`config.mk`:
```
export PLATFORM = sky130hd
export DESIGN_NAME = vga_timing_gen
export DESIGN_NICKNAME = d
export VERILOG_FILES = /design/src/rtl/vga_timing_gen.sv
export SDC_FILE = /design/constraint.sdc
export NUM_CORES = 1
export LEC_CHECK = 0
export CAP_MARGIN = 20
export CORE_UTILIZATION = 56
export DETAILED_ROUTE_END_ITERATION = 8
export PLACE_DENSITY = 0.95
export SYNTH_ARGS = -nofsm -noshare
export SYNTH_HDL_FRONTEND = slang
export SYNTH_SLANG_ARGS = --single-unit
```
`constraint.sdc`:
```
create_clock -name vga_clk -period 7.1 [get_ports vga_clk]
set_clock_uncertainty 0.15 [all_clocks]
set_input_delay 1.065 -clock vga_clk [delete_from_list [all_inputs] [get_ports vga_clk]]
set_output_delay 1.065 -clock vga_clk [all_outputs]
set_load 0.05 [all_outputs]
```
`src/rtl/vga_timing_gen.sv`:
```
// Raster timing generator for 640x480@60 Hz: scan counters, syncs, blank,
// line/frame strobes and a free-running frame counter, all registered.
module vga_timing_gen #(
    parameter int unsigned H_ACTIVE = 640,
    parameter int unsigned H_FP     = 16,
    parameter int unsigned H_SYNC   = 96,
    parameter int unsigned H_BP     = 48,
    parameter int unsigned V_ACTIVE = 480,
    parameter int unsigned V_FP     = 10,
    parameter int unsigned V_SYNC   = 2,
    parameter int unsigned V_BP     = 33
) (
    input  logic       vga_clk,
    input  logic       reset_n,
    output logic [9:0] DrawX,
    output logic [9:0] DrawY,
    output logic       hs,
    output logic       vs,
    output logic       blank,
    output logic       line_start,
    output logic       frame_start,
    output logic [7:0] frame_count
);

    localparam logic [9:0] H_LAST = 10'(H_ACTIVE + H_FP + H_SYNC + H_BP - 1);
    localparam logic [9:0] V_LAST = 10'(V_ACTIVE + V_FP + V_SYNC + V_BP - 1);
    localparam logic [9:0] H_VIS  = 10'(H_ACTIVE);
    localparam logic [9:0] V_VIS  = 10'(V_ACTIVE);
    localparam logic [9:0] HS_BEG = 10'(H_ACTIVE + H_FP);
    localparam logic [9:0] HS_END = 10'(H_ACTIVE + H_FP + H_SYNC);
    localparam logic [9:0] VS_BEG = 10'(V_ACTIVE + V_FP);
    localparam logic [9:0] VS_END = 10'(V_ACTIVE + V_FP + V_SYNC);

    logic [9:0] x_nxt;
    logic [9:0] y_nxt;
    logic       h_wrap;
    logic       hs_nxt;
    logic       vs_nxt;
    logic       blank_nxt;
    logic       ls_nxt;
    logic       fs_nxt;
    logic [7:0] fc_nxt;

    // Flags are decoded from the next position so they line up with it.
    always_comb begin
        h_wrap    = (DrawX == H_LAST);
        x_nxt     = h_wrap ? 10'd0 : DrawX + 10'd1;
        y_nxt     = DrawY;
        if (h_wrap) begin
            y_nxt = (DrawY == V_LAST) ? 10'd0 : DrawY + 10'd1;
        end
        hs_nxt    = !((x_nxt >= HS_BEG) && (x_nxt < HS_END));
        vs_nxt    = !((y_nxt >= VS_BEG) && (y_nxt < VS_END));
        blank_nxt = (x_nxt < H_VIS) && (y_nxt < V_VIS);
        ls_nxt    = (x_nxt == 10'd0);
        fs_nxt    = ls_nxt && (y_nxt == 10'd0);
        fc_nxt    = fs_nxt ? frame_count + 8'd1 : frame_count;
    end

    always_ff @(posedge vga_clk or negedge reset_n) begin
        if (!reset_n) begin
            DrawX       <= H_LAST;
            DrawY       <= V_LAST;
            hs          <= 1'b1;
            vs          <= 1'b1;
            blank       <= 1'b0;
            line_start  <= 1'b0;
            frame_start <= 1'b0;
            frame_count <= 8'd0;
        end else begin
            DrawX       <= x_nxt;
            DrawY       <= y_nxt;
            hs          <= hs_nxt;
            vs          <= vs_nxt;
            blank       <= blank_nxt;
            line_start  <= ls_nxt;
            frame_start <= fs_nxt;
            frame_count <= fc_nxt;
        end
    end

endmodule

```
[Word-level counts from Yosys, hierarchy flattened]
Cells that the tools add are included.
Operators by class
  add/subtract/negate cells: 3
  magnitude comparators: 6
  equal/unequal tests: 2
  mux-type cells: 3
  reduce and logical (&&, ||, !) cells: 8
Operators with widths (count)
  $mux W10: 3
  $add A10 B1 Y10 const B: 2
  $eq A10 B10 Y1 const B: 2
  $logic_not A10 Y1: 2
  $lt A10 B10 Y1 const B: 2
  $lt A10 B9 Y1 const B: 2
  $ge A10 B10 Y1 const B: 1
  $ge A10 B9 Y1 const B: 1
  $add A8 B1 Y8 const B: 1
  $logic_and A1 B1 Y1: 4
  $logic_not A1 Y1: 2
Storage, ports and cells
  register bits after elaboration: 33
  bits of input ports: 2
  output and inout port bits: 33
  word-level logic and storage cells: 30

[Longest topological paths before layout]
Gate-level depths: netlist (run 1).
  depth in word-level cells: 6
  gate-level depth with buffers: 9
  mapped depth without buffers: 9

[Worst setup path after synthesis (run 1)]
OpenSTA, ideal clock, no wires.
  path type: register to register
  start: register DrawX[5]
  end: register frame_count[1]
  setup time: 0.128 ns
  arrival time: 3.021 ns
  data required time: 6.822 ns
  path slack: 3.801 ns
  cell stages (with the launch flop): 10
  path buffers: 2
  clock period less this slack: 3.299 ns
  cells stage by stage: dfrtp_1 > buf_6 > or4b_4 > buf_6 > nor4_1 > xor2_1 > a2111oi_2 > nand4_2 > nor2_1 > mux2_1
On the way
  word-level cells in the longest chain between the ends: 4
  elaborated cells between the ends (all ways): 7
  classes of those cells: add/sub (1); eq/ne (1); mux (2); reduce/logical (3)
RTL lines
  start, declared: line 15  | output logic [9:0] DrawX,
  start signal, assigned: line 71  | DrawX <= x_nxt;
  $eq A10 B10 Y1: line 46  | h_wrap = (DrawX == H_LAST);
  $mux W10: line 49  | if (h_wrap) begin
  via y_nxt[5]: line 35  | logic [9:0] y_nxt;
  $logic_not A10 Y1: line 56  | fs_nxt = ls_nxt && (y_nxt == 10'd0);
  $logic_and A1 B1 Y1: line 56
  via fs_nxt: line 41  | logic fs_nxt;
  end signal, assigned: line 78  | frame_count <= fc_nxt;
  end, declared: line 22  | output logic [7:0] frame_count
The timed path passes the listed nets, and every way through them passes these cells.
A chain may end at the register's enable or synchronous reset.

[Final worst setup path (run 1)]
  start: register DrawX[0]
  end: register frame_count[1]
On the way
  word-level cells in the longest chain between the ends: 4
  elaborated cells between the ends (all ways): 7
  classes of those cells: add/sub (1); eq/ne (1); mux (2); reduce/logical (3)
RTL lines (line)
  $add A10 B1 Y10 or $eq A10 B10 Y1 (tied branches): 47, 46
  $mux W10, on equally long branches: 47, 49
  $logic_not A10 Y1, on equally long branches: 55, 56
  $logic_and A1 B1 Y1 (*): 56
  via fs_nxt: 41
Mark *: on every way through the listed nets, which the timed path passes. The rest lies on a longest branch.

==> results of run 1 <==
worst register-to-register path, stage by stage (launching register included):
cell,delay [ns]
dfstp_2,0.57
ha_1,0.27
and4_1,0.44
nand4_1,0.25
or3_2,0.53
a21oi_1,0.47
nor2_1,0.19
mux2_1,0.35
where the power goes:
part,internal [mW],switching (mW)
Clock,0.0376,0.0641
Sequential,0.188,0
Combinational,0.000842,0.00345
Total,0.227,0.0676
Yosys cell counts (all sizes together):
master	count
mux2	1
o21bai	1
clkbuf	4
dfstp	12
or4b	1
nand4	11
a21oi	7
and3	2
o31ai	3
a2111oi	2
a31oi	1
o21ai	7
a211oi	1
nand4b	1
a221o	1
buf	4
o311a	1
or4	2
and4	1
nor4b	4
ha	4
o311ai	1
nor3	4
nor3b	2
dfrtp	21
xor2	12
or3	6
and3b	1
xnor2	8
nor2	14
inv	5
nor4	5
nand2	19
and2b	1
nand3	12
nor2b	1
and2	1
metrics by stage:
step / cell area, sq um / hold WS, ns / util / power [mW]
final: 2270 / 0.329 / 0.726 / 0.294
after detailed placement: 2220 / 0.307 / 0.709 / 0.196
after global placement: 2220 / 0.327 / 0.709 / 0.196
after CTS: 2270 / 0.333 / 0.726 / 0.298
after floorplan: 1890 / 0.456 / - / 0.192
after global routing: 2270 / 0.362 / 0.726 / 0.305
sequential cells by signal, summed over array words and instances (netlist names):
signal       count
line_start       1
frame_start      1
blank            1
frame_count      8
vs               1
hs               1
DrawY           10
DrawX           10
cell type report:
type / instances / area, sq um / share of cell area
Clock buffer: 6 / 41.3 / 0.0182
Tap cell: 44 / 55.1 / 0.0243
Sequential cell: 33 / 841 / 0.370
Timing Repair Buffer: 35 / 348 / 0.153
Multi-Input combinational cell: 138 / 956 / 0.421
Clock inverter: 2 / 10.0 / 0.00441
Inverter: 5 / 18.8 / 0.00827
how the worst min path moves through the flow:
stage / to / slack (ns) / startpoint
2_1_floorplan: DrawX[0] / 0.46 / DrawX[0]
3_3_place_gp: frame_count[7] / 0.33 / frame_count[7]
3_5_place_dp: frame_count[7] / 0.31 / frame_count[7]
4_1_cts: frame_count[7] / 0.33 / frame_count[7]
5_1_grt: frame_count[7] / 0.36 / frame_count[7]
6_report: frame_count[7] / 0.33 / frame_count[7]
cells by family after synthesis:
logic type,after synthesis
DFF,33
muxes,1
adders and majority gates,4
AOI/OAI and AO/OA,25
buffers and inverters,13
xor gates and xnor gates,20
and+or+nand+nor,88
routing by layer:
metal  GRT usage  wire length, microns
met5           0                     0
met4       0.106                    74
met3      0.0887                   234
met2       0.419                  1980
met1       0.328                  1730
==> results.rst, run 1 <==
.. list-table::
   :header-rows: 1

   * - Metric
     - Value
   * - Count of cells along the worst register-to-register path
     - 7
   * - Cell count along the critical path
     - 7
   * - Worst Hold Class
     - flip-flop to flip-flop
   * - Maximum vdd drop
     - 100 uV
   * - Multiplexer share of the synthesized area
     - 0.00595
   * - RSZ-0062 raised after global routing
     - no
   * - Filler Cells Inserted
     - 211
   * - Overflow left after global routing
     - 0
   * - Global-route wire length before repair
     - between 6 and 7 mm
   * - Initial DRC Count
     - 74
   * - Library cell occupying the most area in the post-synthesis netlist
     - dfrtp_1
   * - Maximum clock frequency
     - ~0.30 GHz
   * - Synthesized-area fraction occupied by adder cells
     - 0.0264
   * - Initial Util
     - 0.605
   * - Layout Cells excl Fill
     - approximately 260
   * - Top cells by area, synth
     - dfrtp_1 (28%), dfstp_2 (17%), xor2_1 (5.6%)
   * - Latest clock arrival within the worst-skew pair
     - around 0.35 ns
   * - Setup Slack @ Placement
     - roughly 3.8 ns
   * - Area fraction in and, or, nand and nor cells after synthesis
     - 0.280
   * - Die height
     - between 60 and 70 microns
   * - Power Dens Cells
     - about 130 nW/um^2
   * - Setup TNS
     - 0 ns
   * - Cell area after technology mapping
     - between 1500 and 2000 sq um
   * - Highest-delay cell along the critical path
     - dfstp_2
   * - Worst-case headroom to the max-slew limit
     - 0.621
   * - Kind of start point of the critical path
     - flip-flop
   * - Via count of the first global-routing pass
     - approximately 1,500
   * - Biggest cell delay along the critical path
     - ~0.57 ns
   * - Worst r2r dst
     - frame_count[1]
   * - Portion of synthesized cell area occupied by the leading cell type
     - 0.278
   * - Ant. Diodes
     - 0
   * - DR pass1 iterations
     - 4
   * - Hold_buf cts
     - 0
   * - Final Hold Fails
     - 0
   * - Placer's final routability congestion estimate
     - 0.908
   * - Clock tree from TritonCTS
     - built
   * - Core ar.
     - 3130 sq um
   * - Max-slew violation count
     - 0
   * - Count of port buffers added during placement
     - 34
   * - Register-to-register setup slack
     - 3.77 ns
   * - Number of buffers added by the clock tree synthesis step
     - 5
   * - Final critical-path share of the clock period
     - 0.469
   * - Type of the worst setup path
     - flip-flop to flip-flop
   * - Fraction of final layout cells with drive strength greater than 1
     - 0.155
   * - Number of nets in the final layout
     - between 200 and 250
   * - Timing endpoint of the critical path
     - frame_count[1]
   * - Combinational family with the most area after synthesis
     - simple AND/OR/NAND/NOR gates
   * - Final Routed Wirelength
     - ~4.0 mm
   * - Most used cells in the layout excluding fill and tap cells
     - clkdlybuf4s50_1 (34), dfrtp_1 (21), nand2_1 (19)
   * - Via count
     - approximately 1,600
   * - Critical Path RT
     - slightly above 7 ns
   * - Routed len/inst
     - roughly 15 microns
   * - Leak pwr
     - around 0.9 nW
   * - Worst setup path startpoint
     - DrawX[0]
   * - Number of gates given a new drive strength after cts
     - 0
   * - Unique cell type count in the Yosys netlist
     - 46
   * - Cell-by-cell trace of the critical path
     - ha_1 > and4_1 > nand4_1 > or3_2 > a21oi_1 > nor2_1 > mux2_1
   * - Synth warnings
     - 0
   * - Area growth from synthesis to layout
     - 19.9%
   * - Remaining routing DRC violations
     - 0
   * - Max-Cap Viols
     - 0
   * - Hold depth
     - 1
   * - Clock tree root buffer cell
     - clkbuf_4
   * - Number of ports placed on the die boundary
     - 35
   * - Total of flip-flops plus latches after synthesis
     - 33
   * - Row count
     - 20
   * - Crit path time final
     - 3.33 ns
   * - Crit-path max FO
     - 9
   * - DIE AREA
     - 3620 sq um
   * - Horizontal die dimension
     - between 60 and 70 microns
   * - Number of sinks on the clock net
     - 33
   * - Transition at the pin with the smallest max-transition slack
     - around 0.56 ns
   * - Area fraction in compound gates after synthesis
     - 0.100
   * - Number of cells produced by synthesis
     - around 180
   * - Final count of negative-setup-slack endpoints
     - 0
   * - Largest delay contributor family on the critical path
     - simple AND/OR/NAND/NOR gates
   * - Syn Area/Cell
     - about 10 sq um
   * - Sequential element share of the synthesized area
     - 0.444
   * - Vias per cell
     - slightly below 6
   * - Reg2reg start
     - DrawX[0]
   * - Run status
     - complete, no violations
   * - Maximum buffer depth of the clock tree
     - 2
   * - Data arrival time of the critical path
     - ~3.4 ns
   * - Cell count after placement
     - 255
   * - Antenna violation net count after detailed routing
     - 0
   * - Critical path endpoint category
     - flip-flop
   * - Maximum number of pins on one net before global-route repair
     - 34
   * - Post-layout worst setup margin
     - 3.77 ns
   * - Gr usage total
     - 0.264
   * - CTS H-tree depth
     - 2
   * - Xor/xnor share of the synthesized area
     - 0.0925
   * - Buffers and inverters on the worst path
     - 0
   * - Syn_nets
     - 190
   * - Clock-pin slew reported for the worst setup and hold paths after clock tree synthesis
     - about 0.11 ns
   * - Total half-perimeter wirelength after legalization and detailed placement
     - about 2.9 mm
   * - Count of buffers added by post-CTS timing repair for setup
     - 0
   * - Antenna violations before repair
     - 0
   * - Most common cell after layout, fill and taps aside
     - clkdlybuf4s50_1
(Power assumes the default switching activity.)
==> run 2: changes to the inputs <==
CORE_UTILIZATION = 47   (was 56)
PLACE_DENSITY = 0.87   (was 0.95)
clock period = 3 ns   (was 7.1 ns; I/O delays follow)
==> results.rst, run 2 (synthesis gave the netlist of run 1 again) <==
.. list-table::
   :header-rows: 1

   * - Metric
     - Value
   * - DIE AREA
     - 4290 sq um (+18%)
   * - Maximum buffer depth of the clock tree
     - 2 (unchanged)
   * - Final Hold Fails
     - 0 (unchanged)
   * - Most used cells in the layout excluding fill and tap cells
     - clkdlybuf4s50_1 (34), buf_4 (21), nand2_1 (19)
   * - Data arrival time of the critical path
     - 2.98 ns (-0.43 ns)
   * - Critical path endpoint category
     - flip-flop
   * - Core ar.
     - 3770 sq um (+21%)
   * - Hold_buf cts
     - 0 (unchanged)
   * - Count of port buffers added during placement
     - 34 (unchanged)
   * - Kind of start point of the critical path
     - flip-flop
   * - Transition at the pin with the smallest max-transition slack
     - 0.541 ns (-0.0226 ns)
   * - Filler Cells Inserted
     - 296 (+40%)
   * - Fraction of final layout cells with drive strength greater than 1
     - 0.310 (+0.154)
   * - Antenna violation net count after detailed routing
     - 0 (unchanged)
   * - RSZ-0062 raised after global routing
     - yes
   * - Setup Slack @ Placement
     - 0.0496 ns (-3.76 ns)
   * - Worst-case headroom to the max-slew limit
     - 0.636 (+0.0152)
   * - Post-layout worst setup margin
     - 0.0507 ns (-3.72 ns)
   * - Clock tree root buffer cell
     - clkbuf_8
   * - Biggest cell delay along the critical path
     - 0.64 ns (+0.07 ns)
   * - Register-to-register setup slack
     - 0.05 ns (-3.72 ns)
   * - Die height
     - 65.5 microns (+8.9%)
   * - Max-Cap Viols
     - 0 (unchanged)
   * - Initial DRC Count
     - 105 (+42%)
   * - Cell count after placement
     - 275 (+7.8%)
   * - Final Routed Wirelength
     - 4.41 mm (+9.5%)
   * - Total half-perimeter wirelength after legalization and detailed placement
     - 3.16 mm (+9.1%)
   * - Clock tree from TritonCTS
     - built
   * - Highest-delay cell along the critical path
     - or4b_4
   * - Buffers and inverters on the worst path
     - 0 (unchanged)
   * - Worst hold path startpoint
     - frame_count[7]
   * - Leak pwr
     - 1.05 nW (+17%)
   * - Routed len/inst
     - 15.4 microns (+0.37%)
   * - Remaining routing DRC violations
     - 0 (unchanged)
   * - Power Dens Cells
     - 298 nW/um^2 (+130%)
   * - Type of the worst setup path
     - flip-flop to flip-flop
   * - Hold depth
     - 1 (unchanged)
   * - Design Power
     - 0.777 mW (+160%)
   * - Area growth from synthesis to layout
     - 37.7%
   * - Overflow left after global routing
     - 0 (unchanged)
   * - Global-route wire length before repair
     - 6.95 mm (+0.90%)
   * - Crit-path max FO
     - 8 (-1)
   * - Via count of the first global-routing pass
     - 1,500 (+0.40%)
   * - Layout Cells excl Fill
     - 287 (+9.1%)
   * - Via count
     - 1,655 (+6.7%)
   * - Worst Hold Class
     - flip-flop to flip-flop
   * - Crit path time final
     - 2.95 ns (-0.383 ns)
   * - Number of ports placed on the die boundary
     - 35 (unchanged)
   * - DR pass1 iterations
     - 4 (unchanged)
   * - Clock-pin slew reported for the worst setup and hold paths after clock tree synthesis
     - 0.07 ns (-0.04 ns)
   * - Final critical-path share of the clock period
     - 0.983 (+0.514)
   * - Largest delay contributor family on the critical path
     - simple AND/OR/NAND/NOR gates
   * - Most common cell after layout, fill and taps aside
     - clkdlybuf4s50_1
   * - Critical Path RT
     - 3.03 ns (-4.15 ns)
   * - Biggest regs
     - DrawX: 10 flops, DrawY: 10 flops, frame_count: 8 flops
   * - Count of cells along the worst register-to-register path
     - 7 (unchanged)
   * - Vias per cell
     - 5.77 (-2.2%)
   * - Gr usage total
     - 0.219 (-0.0449)
   * - Ant. Diodes
     - 0 (unchanged)
   * - CTS H-tree depth
     - 2 (unchanged)
   * - Cell-by-cell trace of the critical path
     - or4b_4 > nor3_4 > a21oi_2 > a2111oi_4 > nand4_4 > nor2_4 > mux2_4
   * - Initial Util
     - 0.502 (-0.103)
   * - Minimum hold slack
     - 0.324 ns (-0.00572 ns)
   * - Number of buffers added by the clock tree synthesis step
     - 5 (unchanged)
   * - Run status
     - complete, no violations
   * - Final count of negative-setup-slack endpoints
     - 0 (unchanged)
   * - Maximum vdd drop
     - 269 uV (+170%)
   * - Horizontal die dimension
     - 65.5 microns (+8.9%)
   * - Row count
     - 22 (+10%)
   * - Sink of the worst hold path
     - frame_count[7]
   * - Reg2reg start
     - DrawX[7]
   * - Number of sinks on the clock net
     - 33 (unchanged)
   * - Max-slew violation count
     - 0 (unchanged)
   * - Antenna violations before repair
     - 0 (unchanged)
   * - Latest clock arrival within the worst-skew pair
     - 0.29 ns (-0.06 ns)
   * - Placer's final routability congestion estimate
     - 0.853 (-6.1%)
   * - Maximum number of pins on one net before global-route repair
     - 34 (unchanged)
   * - Worst r2r dst
     - frame_count[1]
   * - Number of nets in the final layout
     - 244 (+8.9%)
   * - Maximum clock frequency
     - 0.339 GHz (+13%)
-- run 2: cell types whose count changed in the layout (fill, tap and decap cells not counted), moves of 3 or more --
cell,before,now
a21oi_1,7,3
a21oi_2,0,4
buf_4,1,21
clkbuf_4,5,0
clkbuf_8,0,5
dfrtp_1,21,17
dfrtp_2,0,4
nor4_1,4,1
-- run 2: layer usage --
layer / GRT usage / up-vias / routed length (microns)
met4: 0.0815 / 0 / 47
met3: 0.0486 / 5 / 228
met1: 0.281 / 815 / 1950
met5: 0 / - / 0
met2: 0.360 / 57 / 2190
li1: - / 778 / -
-- run 2: stage by stage --
stage                     instance area, sq um   util  TNS (ns)
after floorplan                           1980      -    -0.167
after detailed placement                  2410  0.639         0
after global placement                    2410  0.639         0
after CTS                                 2490  0.661         0
after global routing                      2610  0.691    -0.276
final                                     2610  0.691         0
-- run 2: layout make-up --
class / instances / area [sq um] / share of cell area
well taps: 48 / 60.1 / 0.0230
repair buffers: 55 / 498 / 0.191
flip-flops and latches: 33 / 846 / 0.325
multi-input cells: 138 / 1100 / 0.422
clock buffers: 6 / 72.6 / 0.0278
inverters: 5 / 18.8 / 0.00720
clock inverters: 2 / 10.0 / 0.00384
-- run 2: worst max-delay path by stage --
stage	startpoint	end	slack (ns)	depth (start not counted)
2_1_floorplan	DrawY[2]	frame_count[1]	-0.12	8
3_3_place_gp	DrawX[9]	frame_count[5]	0.11	7
3_5_place_dp	DrawY[0]	frame_count[1]	0.05	10
4_1_cts	DrawX[9]	frame_count[1]	0.01	7
5_1_grt	DrawX[9]	frame_count[5]	-0.07	7
6_report	DrawX[7]	frame_count[1]	0.05	7
-- run 2: worst register-to-register path: cells and delay by family (launching register included) --
| family | cells | cell delay, ns |
|---|---|---|
| and+or+nand+nor | 4 | 1.38 |
| muxes | 1 | 0.31 |
| AOI/OAI and AO/OA | 2 | 0.52 |
| DFF | 1 | 0.48 |
-- run 2: timing repair --
| action | 4_1_cts | 5_1_grt |
|---|---|---|
| endpoints found under the setup margin | 0 | 7 |
| setup buffers | 0 | 4 |
| gates resized for setup | 0 | 17 |
-- run 2: where the power goes --
group / internal (mW) / switching (mW) / leakage [nW]
clock network: 0.161 / 0.161 / 0.0450
registers: 0.446 / 0 / 0.403
logic: 0.00199 / 0.00817 / 0.606
==> run 3: changes to the inputs <==
CTS_CLUSTER_DIAMETER = 30   (was default)
GPL_ROUTABILITY_DRIVEN = 0   (was default)
==> results.rst, run 3 (synthesis gave the netlist of run 1 again) <==
.. list-table::
   :header-rows: 1

   * - Metric
     - Value
   * - Run status
     - complete, no violations
   * - Latest clock arrival within the worst-skew pair
     - 0.29 ns (about the same)
   * - Fraction of final layout cells with drive strength greater than 1
     - 0.300 (-0.00962)
   * - Max-Cap Viols
     - 0 (unchanged)
   * - Maximum number of pins on one net before global-route repair
     - 34 (unchanged)
   * - Most used cells in the layout excluding fill and tap cells
     - clkdlybuf4s50_1 (34), buf_4 (22), nand2_1 (19)
   * - Routing layer with the top usage in global route
     - met2
   * - Initial Util
     - 0.502 (unchanged)
   * - Register-to-register setup slack
     - 0.03 ns (-0.02 ns)
   * - Buffers and inverters on the worst path
     - 0 (unchanged)
   * - Via count
     - 1,619 (-2.2%)
   * - Cell count after placement
     - 275 (unchanged)
   * - Critical Path RT
     - 3.02 ns (about the same)
   * - Max-slew violation count
     - 0 (unchanged)
   * - Transition at the pin with the smallest max-transition slack
     - 0.607 ns (+0.0662 ns)
   * - Number of ports placed on the die boundary
     - 35 (unchanged)
   * - Gr usage total
     - 0.215 (-0.00386)
   * - Critical path endpoint category
     - flip-flop
   * - Hold depth
     - 1 (unchanged)
   * - Antenna violations before repair
     - 0 (unchanged)
   * - Maximum vdd drop
     - 291 uV (+8.1%)
   * - Final Routed Wirelength
     - 4.45 mm (+0.95%)
   * - Vias per cell
     - 5.62 (-2.5%)
   * - Clock tree root buffer cell
     - clkbuf_8
   * - Number of nets in the final layout
     - 245 (+0.41%)
   * - Layout Cells excl Fill
     - 288 (+0.35%)
   * - Core ar.
     - 3770 sq um (unchanged)
   * - Final count of negative-setup-slack endpoints
     - 0 (unchanged)
   * - Routed len/inst
     - 15.5 microns (+0.60%)
   * - Worst Hold Class
     - flip-flop to flip-flop
   * - Area growth from synthesis to layout
     - 38.1%
   * - Utilization of the core after routing
     - 0.693 (+0.00232)
   * - Global-route wire length before repair
     - 6.80 mm (-2.1%)
   * - Multi-input gate area in the final layout
     - 1090 sq um (-0.57%)
   * - Worst r2r dst
     - frame_count[1]
   * - Maximum clock frequency
     - 0.337 GHz (-0.57%)
   * - Data arrival time of the critical path
     - 2.99 ns (about the same)
   * - Count of cells along the worst register-to-register path
     - 7 (unchanged)
   * - DR pass1 iterations
     - 4 (unchanged)
   * - Design Power
     - 0.794 mW (+2.1%)
   * - Leak pwr
     - 1.06 nW (+0.11%)
   * - Clock tree from TritonCTS
     - built
   * - Setup Slack @ Placement
     - 0.0110 ns (-0.0386 ns)
   * - Via count of the first global-routing pass
     - 1,449 (-3.4%)
   * - Clock-pin slew reported for the worst setup and hold paths after clock tree synthesis
     - 0.06 ns (about the same)
   * - Global-route track usage on met2
     - 0.330 (-0.0296)
   * - Total half-perimeter wirelength after legalization and detailed placement
     - 3.04 mm (-3.7%)
   * - Highest-delay cell along the critical path
     - dfstp_2
   * - Reg2reg start
     - DrawX[9]
   * - Maximum buffer depth of the clock tree
     - 2 (unchanged)
   * - Remaining routing DRC violations
     - 0 (unchanged)
   * - Minimum hold slack
     - 0.328 ns (+0.00452 ns)
   * - Die height
     - 65.5 microns (unchanged)
   * - Met1 demand-to-capacity share in global routing
     - 0.287 (+0.00544)
   * - Biggest regs
     - DrawX: 10 flops, DrawY: 10 flops, frame_count: 8 flops
   * - RSZ-0062 raised after global routing
     - yes
   * - Antenna violation net count after detailed routing
     - 0 (unchanged)
   * - Ant. Diodes
     - 0 (unchanged)
   * - CTS H-tree depth
     - 2 (unchanged)
   * - Final Instance Area
     - 2620 sq um (+0.34%)
   * - DIE AREA
     - 4290 sq um (unchanged)
   * - Initial DRC Count
     - 108 (+2.9%)
   * - Final critical-path share of the clock period
     - 0.989 (+0.00565)
   * - Final Hold Fails
     - 0 (unchanged)
   * - Filler Cells Inserted
     - 267 (-9.8%)
   * - Largest delay contributor family on the critical path
     - simple AND/OR/NAND/NOR gates
   * - Post-layout worst setup margin
     - 0.0337 ns (-0.0170 ns)
   * - Cell-by-cell trace of the critical path
     - or4b_4 > nor4_4 > xor2_2 > a2111oi_4 > nand4_4 > nor2_4 > mux2_1
   * - Crit path time final
     - 2.97 ns (+0.0170 ns)
   * - Horizontal die dimension
     - 65.5 microns (unchanged)
   * - Crit-path max FO
     - 7 (-1)
   * - Power Dens Cells
     - 304 nW/um^2 (+1.8%)
   * - Number of sinks on the clock net
     - 33 (unchanged)
   * - Overflow left after global routing
     - 0 (unchanged)
   * - Flip-flop and latch area
     - 846 sq um (unchanged)
   * - Placed inst area
     - 2410 sq um (unchanged)
   * - Number of buffers added by the clock tree synthesis step
     - 5 (unchanged)
   * - Worst hold path startpoint
     - frame_count[7]
   * - Most common cell after layout, fill and taps aside
     - clkdlybuf4s50_1
   * - Count of port buffers added during placement
     - 34 (unchanged)
   * - Biggest cell delay along the critical path
     - 0.55 ns (-0.09 ns)
   * - Sink of the worst hold path
     - frame_count[7]
   * - Kind of start point of the critical path
     - flip-flop
   * - Global routing usage on met3
     - 0.0486 (unchanged)
   * - Worst-case headroom to the max-slew limit
     - 0.595 (-0.0408)
   * - Row count
     - 22 (unchanged)
   * - Type of the worst setup path
     - flip-flop to flip-flop
   * - Setup TNS
     - 0 ns (unchanged)
run 3: worst max path at each step:
| stage | end | cells after the start | from | slack (ns) |
|---|---|---|---|---|
| 3_3_place_gp | frame_count[5] | 7 | DrawX[9] | 0.10 |
| 5_1_grt | frame_count[2] | 7 | DrawX[9] | -0.07 |
| 2_1_floorplan | frame_count[1] | 8 | DrawY[2] | -0.12 |
| 3_5_place_dp | frame_count[5] | 7 | DrawX[5] | 0.01 |
| 6_report | frame_count[1] | 7 | DrawX[9] | 0.03 |
| 4_1_cts | frame_count[1] | 7 | DrawX[5] | 0.01 |
run 3: final cells by class:
type                       count  area share
clock buffer                   8      0.0344
inverter                       5     0.00718
multi-input combinational    138       0.419
sequential                    33       0.323
tap                           48      0.0230
timing repair buffer          56       0.193
run 3: routing by layer:
layer  vias up  share of wire
li1        783              -
met1       786           0.45
met2        45           0.49
met3         5          0.044
met4         0          0.014
met5         -              0
run 3: power breakdown:
part	leakage (nW)	switching [mW]	internal, mW
Sequential	0.403	0	0.446
Combinational	0.607	0.00833	0.00199
Clock	0.0455	0.151	0.187
run 3: what timing repair did:
action / 4_1_cts / 5_1_grt
endpoints found under the setup margin: 1 / 8
setup buffers: 0 / 5
pin swaps: 0 / 10
gates resized for setup: 1 / 12
hold buffers: 0 / 0
